$ cat config.mk
export PLATFORM = sky130hd
export DESIGN_NAME = tournament_scheduler
export DESIGN_NICKNAME = d
export VERILOG_FILES = /design/src/rtl/tournament_scheduler.sv
export SDC_FILE = /design/constraint.sdc
export NUM_CORES = 1
export LEC_CHECK = 0
export BUFFER_PORTS_ARGS = -buffer_cell sky130_fd_sc_hd__buf_2
export CORE_UTILIZATION = 38
export DETAILED_ROUTE_END_ITERATION = 6
export PLACE_DENSITY = 0.59
export SLEW_MARGIN = 10
export SYNTH_ARGS = -nofsm -noshare
export SYNTH_HDL_FRONTEND = slang
export SYNTH_SLANG_ARGS = --single-unit
export TNS_END_PERCENT = 1
$ cat constraint.sdc
create_clock -name clk -period 3.1 [get_ports clk]
set_clock_uncertainty 0.1 [all_clocks]
set_input_delay 0.465 -clock clk [delete_from_list [all_inputs] [get_ports clk]]
set_output_delay 0.465 -clock clk [all_outputs]
set_load 0.005 [all_outputs]
$ cat src/rtl/tournament_scheduler.sv
// tournament_scheduler: binary tournament selection sequencer for the GA core.
// Draws two distinct LFSR indices, fetches their fitness, runs the comparator and streams winners.
module tournament_scheduler #(
    parameter int          POP_SIZE      = 16,
    parameter int          IDX_WIDTH     = 4,
    parameter int          FITNESS_WIDTH = 27,
    parameter int          CNT_WIDTH     = 8,
    parameter logic [15:0] LFSR_SEED     = 16'hACE1
) (
    input  logic                     clk,
    input  logic                     rst_n,
    input  logic                     start,
    input  logic [CNT_WIDTH-1:0]     num_parents,
    output logic                     fit_rd_en,
    output logic [IDX_WIDTH-1:0]     fit_addr,
    input  logic [FITNESS_WIDTH-1:0] fit_data,
    output logic                     cmp_en,
    output logic [FITNESS_WIDTH-1:0] cmp_fitness1,
    output logic [FITNESS_WIDTH-1:0] cmp_fitness2,
    input  logic                     cmp_selected,
    output logic                     winner_valid,
    input  logic                     winner_ready,
    output logic [IDX_WIDTH-1:0]     winner_idx,
    output logic                     busy,
    output logic                     done
);
    localparam logic [2:0] IDLE = 3'd0, PICK = 3'd1, RD_A = 3'd2, RD_B = 3'd3,
                           CAP_B = 3'd4, CMP = 3'd5, RES = 3'd6, OUT = 3'd7;
    localparam logic [15:0] SEED = (LFSR_SEED == 16'h0) ? 16'hACE1 : LFSR_SEED;
    localparam logic [IDX_WIDTH-1:0] LAST_IDX = IDX_WIDTH'(POP_SIZE - 1);

    logic [2:0]               state;
    logic [15:0]              lfsr, lfsr_next;
    logic [IDX_WIDTH-1:0]     idx_a, idx_b, draw_a, draw_b;
    logic [CNT_WIDTH-1:0]     count, target;
    logic                     last;

    always_comb begin
        draw_a    = lfsr[IDX_WIDTH-1:0];
        draw_b    = (lfsr[2*IDX_WIDTH-1:IDX_WIDTH] != draw_a) ? lfsr[2*IDX_WIDTH-1:IDX_WIDTH] :
                    (draw_a == LAST_IDX) ? '0 : draw_a + IDX_WIDTH'(1);
        lfsr_next = {1'b0, lfsr[15:1]} ^ (lfsr[0] ? 16'hB400 : 16'h0000);
        last      = (count + CNT_WIDTH'(1)) == target;
    end

    assign fit_rd_en    = (state == RD_A) || (state == RD_B);
    assign fit_addr     = (state == RD_A) ? idx_a : (state == RD_B) ? idx_b : '0;
    assign cmp_en       = state == CMP;
    assign winner_valid = state == OUT;
    assign busy         = state != IDLE;

    always_ff @(posedge clk or negedge rst_n) begin
        if (!rst_n) begin
            state        <= IDLE;
            lfsr         <= SEED;
            idx_a        <= '0;
            idx_b        <= '0;
            count        <= '0;
            target       <= '0;
            cmp_fitness1 <= '0;
            cmp_fitness2 <= '0;
            winner_idx   <= '0;
            done         <= 1'b0;
        end else begin
            done <= 1'b0;
            case (state)
                IDLE: if (start) begin
                    if (num_parents != '0) begin
                        target <= num_parents;
                        count  <= '0;
                        state  <= PICK;
                    end else begin
                        done <= 1'b1;
                    end
                end
                PICK: begin
                    idx_a <= draw_a;
                    idx_b <= draw_b;
                    lfsr  <= lfsr_next;
                    state <= RD_A;
                end
                RD_A:  state <= RD_B;
                RD_B: begin
                    cmp_fitness1 <= fit_data;
                    state        <= CAP_B;
                end
                CAP_B: begin
                    cmp_fitness2 <= fit_data;
                    state        <= CMP;
                end
                CMP:   state <= RES;
                RES: begin
                    winner_idx <= cmp_selected ? idx_b : idx_a;
                    state      <= OUT;
                end
                OUT: if (winner_ready) begin
                    count <= count + CNT_WIDTH'(1);
                    done  <= last;
                    state <= last ? IDLE : PICK;
                end
            endcase
        end
    end
endmodule

## Word-level counts from Yosys, hierarchy flattened

Cells that the tools add are included.

- Bits in registers: 102
- Output and inout bits: 67

- Add/subtract/negate cells: 2
- Equal/unequal tests: 13
- Muxes and demuxes: 19
- Bitwise gates (word level): 1
- Reduce and logical (&&, ||, !) cells: 8

Operators by type and width:

| kind | number |
|---|---|
| two-way mux 8 bit | 3 |
| one-hot mux 3 bit (8 select lines) | 1 |
| two-way mux 4 bit | 5 |
| two-way mux 16 bit | 1 |
| one-hot mux 8 bit (2 select lines) | 1 |
| bitwise XOR 15 x 16 -> 16 bit | 1 |
| == test 3 bit, second input constant | 4 |
| two-way mux 3 bit | 3 |
| adder 8 x 1 -> 8 bit, second input constant | 1 |
| == test 8 bit | 1 |
| nonzero test 8 bit | 1 |
| == test 3 x 2 -> 1 bit, second input constant | 2 |
| AND reduction 3 bit | 2 |
| adder 4 x 1 -> 4 bit, second input constant | 1 |
| == test 4 bit, second input constant | 1 |
| two-way mux 1 bit | 4 |
| inequality test 2 bit, second input constant | 2 |
| inequality test 4 bit | 1 |
| AND reduction 4 bit | 1 |
| == test 3 x 1 -> 1 bit, second input constant | 1 |
| zero test 3 bit | 1 |
| nonzero test 3 bit | 1 |
| inequality test 2 x 1 -> 1 bit, second input constant | 1 |
| one-hot mux 1 bit (2 select lines) | 1 |
| other kinds (2) | 2 |

## Longest topological paths before layout

- Depth after elaboration: 5
- Mapped depth: 9
- Gate-level depth less buffers: 7

## Worst setup path after synthesis

OpenSTA, ideal clock, no wires.

- Path kind: register to register
- From: register lfsr[0]
- To: register idx_b[3]
- Library setup time: 0.134 ns
- Arrival time: 1.725 ns
- Data required time: 2.866 ns
- Path slack: 1.141 ns
- Stages on the path, launching flop included: 7
- Path buffers: 1
- Clock period less this slack: 1.959 ns
- Cells stage by stage: dfstp_2 > clkbuf_1 > xor2_1 > nor4_2 > o211ai_1 > o21ai_0 > o21ai_0

- Longest elaborated chain between the ends: 3
- Elaborated cells between the ends (all ways): 5
- Those cells by class: add/sub (1); eq/ne (2); mux (2)

Ends and longest elaborated chain:

| what | line | text |
|---|---|---|
| start: declaration | 33 | `logic [15:0] lfsr, lfsr_next;` |
| start signal: assignment | 79 | `lfsr <= lfsr_next;` |
| adder 4 x 1 -> 4 bit or == test 4 bit (tied branches) | 41 | `(draw_a == LAST_IDX) ? '0 : draw_a + IDX_WIDTH'(1);` |
| two-way mux 4 bit | 41 |  |
| two-way mux 4 bit (*) | 40 | `draw_b = (lfsr[2*IDX_WIDTH-1:IDX_WIDTH] != draw_a) ? lfsr[2*IDX_WIDTH-1:IDX_WIDTH] :` |
| end signal: assignment | 78 | `idx_b <= draw_b;` |
| end: declaration | 34 | `logic [IDX_WIDTH-1:0] idx_a, idx_b, draw_a, draw_b;` |

Mark *: on every way between the ends. The rest lies on a longest branch, timed or not.
A chain may end at the register's enable or synchronous reset.

## Worst setup path after layout

- From: register state[0]
- To: output fit_addr[0]

- Longest elaborated chain between the ends: 3
- Elaborated cells between the ends (all ways): 4
- Those cells by class: eq/ne (2); mux (2)

Ends and longest elaborated chain:

| what | line | text |
|---|---|---|
| start: declaration | 32 | `logic [2:0] state;` |
| start signal: assignment | 99 | `state <= last ? IDLE : PICK;` |
| == test 3 x 2 -> 1 bit | 47 | `assign fit_addr = (state == RD_A) ? idx_a : (state == RD_B) ? idx_b : '0;` |
| two-way mux 4 bit | 47 |  |
| two-way mux 4 bit (*) | 47 |  |
| end: declaration | 15 | `output logic [IDX_WIDTH-1:0] fit_addr,` |

Marked as above.

==> results.ini <==
[synth]
synth_top_cells_by_area = dfrtp_1 52%, mux2_2 16%, nand2_1 4.8%
synth_area_per_cell_um2 = 11.8
synth_cell_types = 41
synth_area_mm2 = 0.00443
yosysWarningCount = 0
synthCells = 377
syn_nets = 423
seq_area_frac_synth = 0.567
synth_edf_count = 0
synth_top_area_cell = dfrtp_1
ys_seq_elements = 100
synth_top_area_frac = 0.519
synthFlopType = dfrtp_1
async_flop_share = 1.00

[finish]
multi_input_comb_area_mm2 = 0.00179
fin_cells = 622
areaGrowthSynthToFinish_pct = 21.1
nets = 520
drive_gt1_frac = 0.424
final.fill_count = 1090
seqCellArea_mm2 = 0.00251
n_antenna_cell = 0

[sta]
drv_slew = 0
rsz0062_at_grt = false
setup_viol = 0
tightest_slew_ns = 0.911
holdWs_ns = 0.0426
max_freq_mhz = 430
finalHoldViolCount = 0
fin_setup_tns_ns = 0
period_minus_slack_ns = 2.33
period_share = 0.751
slew_headroom = 0.393

[min_path]
hp-class = in -> async

[power]
p_seq_frac = 0.421
power_frac_comb = 0.358
power.density_mw_per_mm2 = 921
switching_share = 0.330
p_switching_mw = 1.63
clock_power_share = 0.221
power.leakage_nw = 2.58
ir_drop_uv = 540
p_int_mw = 3.31

[die]
die_h_um = 110
die_area_mm2 = 0.0121
num_rows = 39
die_w_um = 110
start_util = 0.388
coreArea_mm2 = 0.0114
num_io_pins = 107

[setup_path]
end_kind = primary output
r2r-start = state[0]
ff2ff_path_depth = 7
r2r_end = count[2]
crit_arrival_ns = 1.76
startpoint = state[0]
critPathLaunchType = flop
r2r_slack_ns = 1.02
crit_type = reg -> out
crit_required_ns = 2.53
path_max_fanout = 9

[placement]
place.gp.congestion = 0.846
post-dp-hpwl_mm = 6.55
io_buffers = 106
placed_cells = 606

[clock_network]
cts_buffers = 9
htreeDepth = 3
clkLatencyLatePin_ns = 0.34
clk_pin_slew_worst_paths_ns = 0.07
cts_resized = 0
cts_tree = built
cts-root-buf = clkbuf_16
cts_hold_buf = 0
postCtsSetupRepairBufs = 0
clockBufferDepth = 2
clkSinkCount = 100

[global_routing]
grt_pass1_wl_mm = 15.2
grt_antenna_before_repair = 0
grt_start_max_net_pins = 53
grt_pass1_vias = 3231
grt_usage = 0.164
gr-total-overflow = 0

[route]
via_count = 3110
via_per_inst = 5.00
postRouteAntennaNets = 0
drtPass1Iterations = 4
drc = 0
drt-wirelength-per-cell_um = 14.8
drt-initial-drc-count = 124
wirelength_mm = 9.19

[flow_run]
maxCapViolations = 0

[run_status]
status = complete, no violations

==> flip-flops by register name, summed over array words and instances (netlist names), 2 cells and up <==
| name | flops |
|---|---|
| cmp_fitness2 | 27 |
| state | 3 |
| winner_idx | 4 |
| idx_b | 4 |
| count | 8 |
| lfsr | 16 |
| target | 8 |
| idx_a | 2 |
| cmp_fitness1 | 27 |
==> cell usage in the layout, fill, tap and decap left out, drive strengths merged, types with 2 or more instances in the layout <==
cell     Yosys  final
a2111oi      2      2
a21oi        7      7
a22oi        4      4
a31oi        3      3
and2         3      3
and3         5      5
buf          6    109
clkbuf      17      9
clkinv       0      4
dfrtp       92     92
dfstp        8      8
ha           6      6
inv          6      9
mux2        63     63
mux2i        7      7
nand2       57     57
nand2b       3      3
nand3        7      7
nor2        21     21
nor2b        2      2
nor4         3      3
o21ai       23     23
o31ai        3      3
xnor2        9      9
xor2        10     10
==> cell families (layout without fill, tap and decap cells) <==
family / Yosys count / in the layout / share of synthesized area
adders and majority gates: 6 / 6 / 0.0169
AOI/OAI and AO/OA: 49 / 49 / 0.0691
xor gates and xnor gates: 19 / 19 / 0.0375
buffers and inverters: 29 / 131 / 0.0288
muxes: 70 / 70 / 0.176
DFF: 100 / 100 / 0.567
and+or+nand+nor: 104 / 104 / 0.105
==> routing by layer <==
metal / GRT usage / up-vias / part of all wire
li1: - / 1482 / -
met1: 0.197 / 1526 / 0.43
met2: 0.274 / 93 / 0.48
met3: 0.0670 / 9 / 0.078
met4: 0.0429 / 0 / 0.011
met5: 0 / - / 0
==> cells in the mapped netlist (3+ instances only) <==
master	number
and2_1	3
nand2_1	57
inv_1	6
mux2_2	63
nand2b_1	3
mux2i_1	7
xor2_1	10
dfstp_2	8
xnor2_1	9
a21oi_1	7
nor2_1	21
dfrtp_1	92
buf_2	3
a22oi_1	4
o21ai_0	22
nand3_1	7
ha_1	6
a31oi_1	3
o31ai_1	3
clkbuf_1	17
==> per-stage QoR <==
step | area, um2 | utilization | worst slack, ns | total power [mW]
final | 5370 | 0.470 | 0.773 | 4.95
after global routing | 5370 | 0.470 | 0.617 | 5.32
after CTS | 5370 | 0.470 | 0.764 | 5.03
after detailed placement | 5080 | 0.445 | 0.986 | 3.91
after global placement | 5080 | 0.445 | 1.02 | 3.85
after floorplan | 4430 | - | 1.14 | 3.19
==> area by class of cell <==
cell class,instances,area share
clock buffer,9,0.0419
clock inverter,7,0.0130
tap,143,0.0333
inverter,6,0.00419
multi-input combinational,248,0.334
sequential,100,0.468
timing repair buffer,109,0.106
==> worst max-delay path, stage by stage (launching register included) <==
cell,delay [ns]
dfrtp_1,0.39
inv_1,0.08
ha_1,0.31
nor2b_1,0.26
a22oi_1,0.11
nor2_1,0.14
buf_2,0.13
==> worst max path at each step <==
stage,endpoint,slack [ns],depth (start not counted)
floorplan,idx_b[3],1.14,6
global route,fit_addr[0],0.62,5
detailed placement,count[2],0.99,6
finish,fit_addr[0],0.77,6
global placement,state[0],1.02,6
CTS,fit_addr[3],0.76,6
==> power groups by stage <==
| stage | registers, mW | clock network (mW) | logic (mW) |
|---|---|---|---|
| detailed placement | 2.10 | 0 | 1.80 |
| floorplan | 2.09 | 0 | 1.10 |
| CTS | 2.09 | 1.14 | 1.81 |
| finish | 2.08 | 1.09 | 1.77 |
| global route | 2.16 | 1.17 | 1.99 |
| global placement | 2.08 | 0 | 1.77 |
Note: power is estimated with default switching activity, not from simulation.
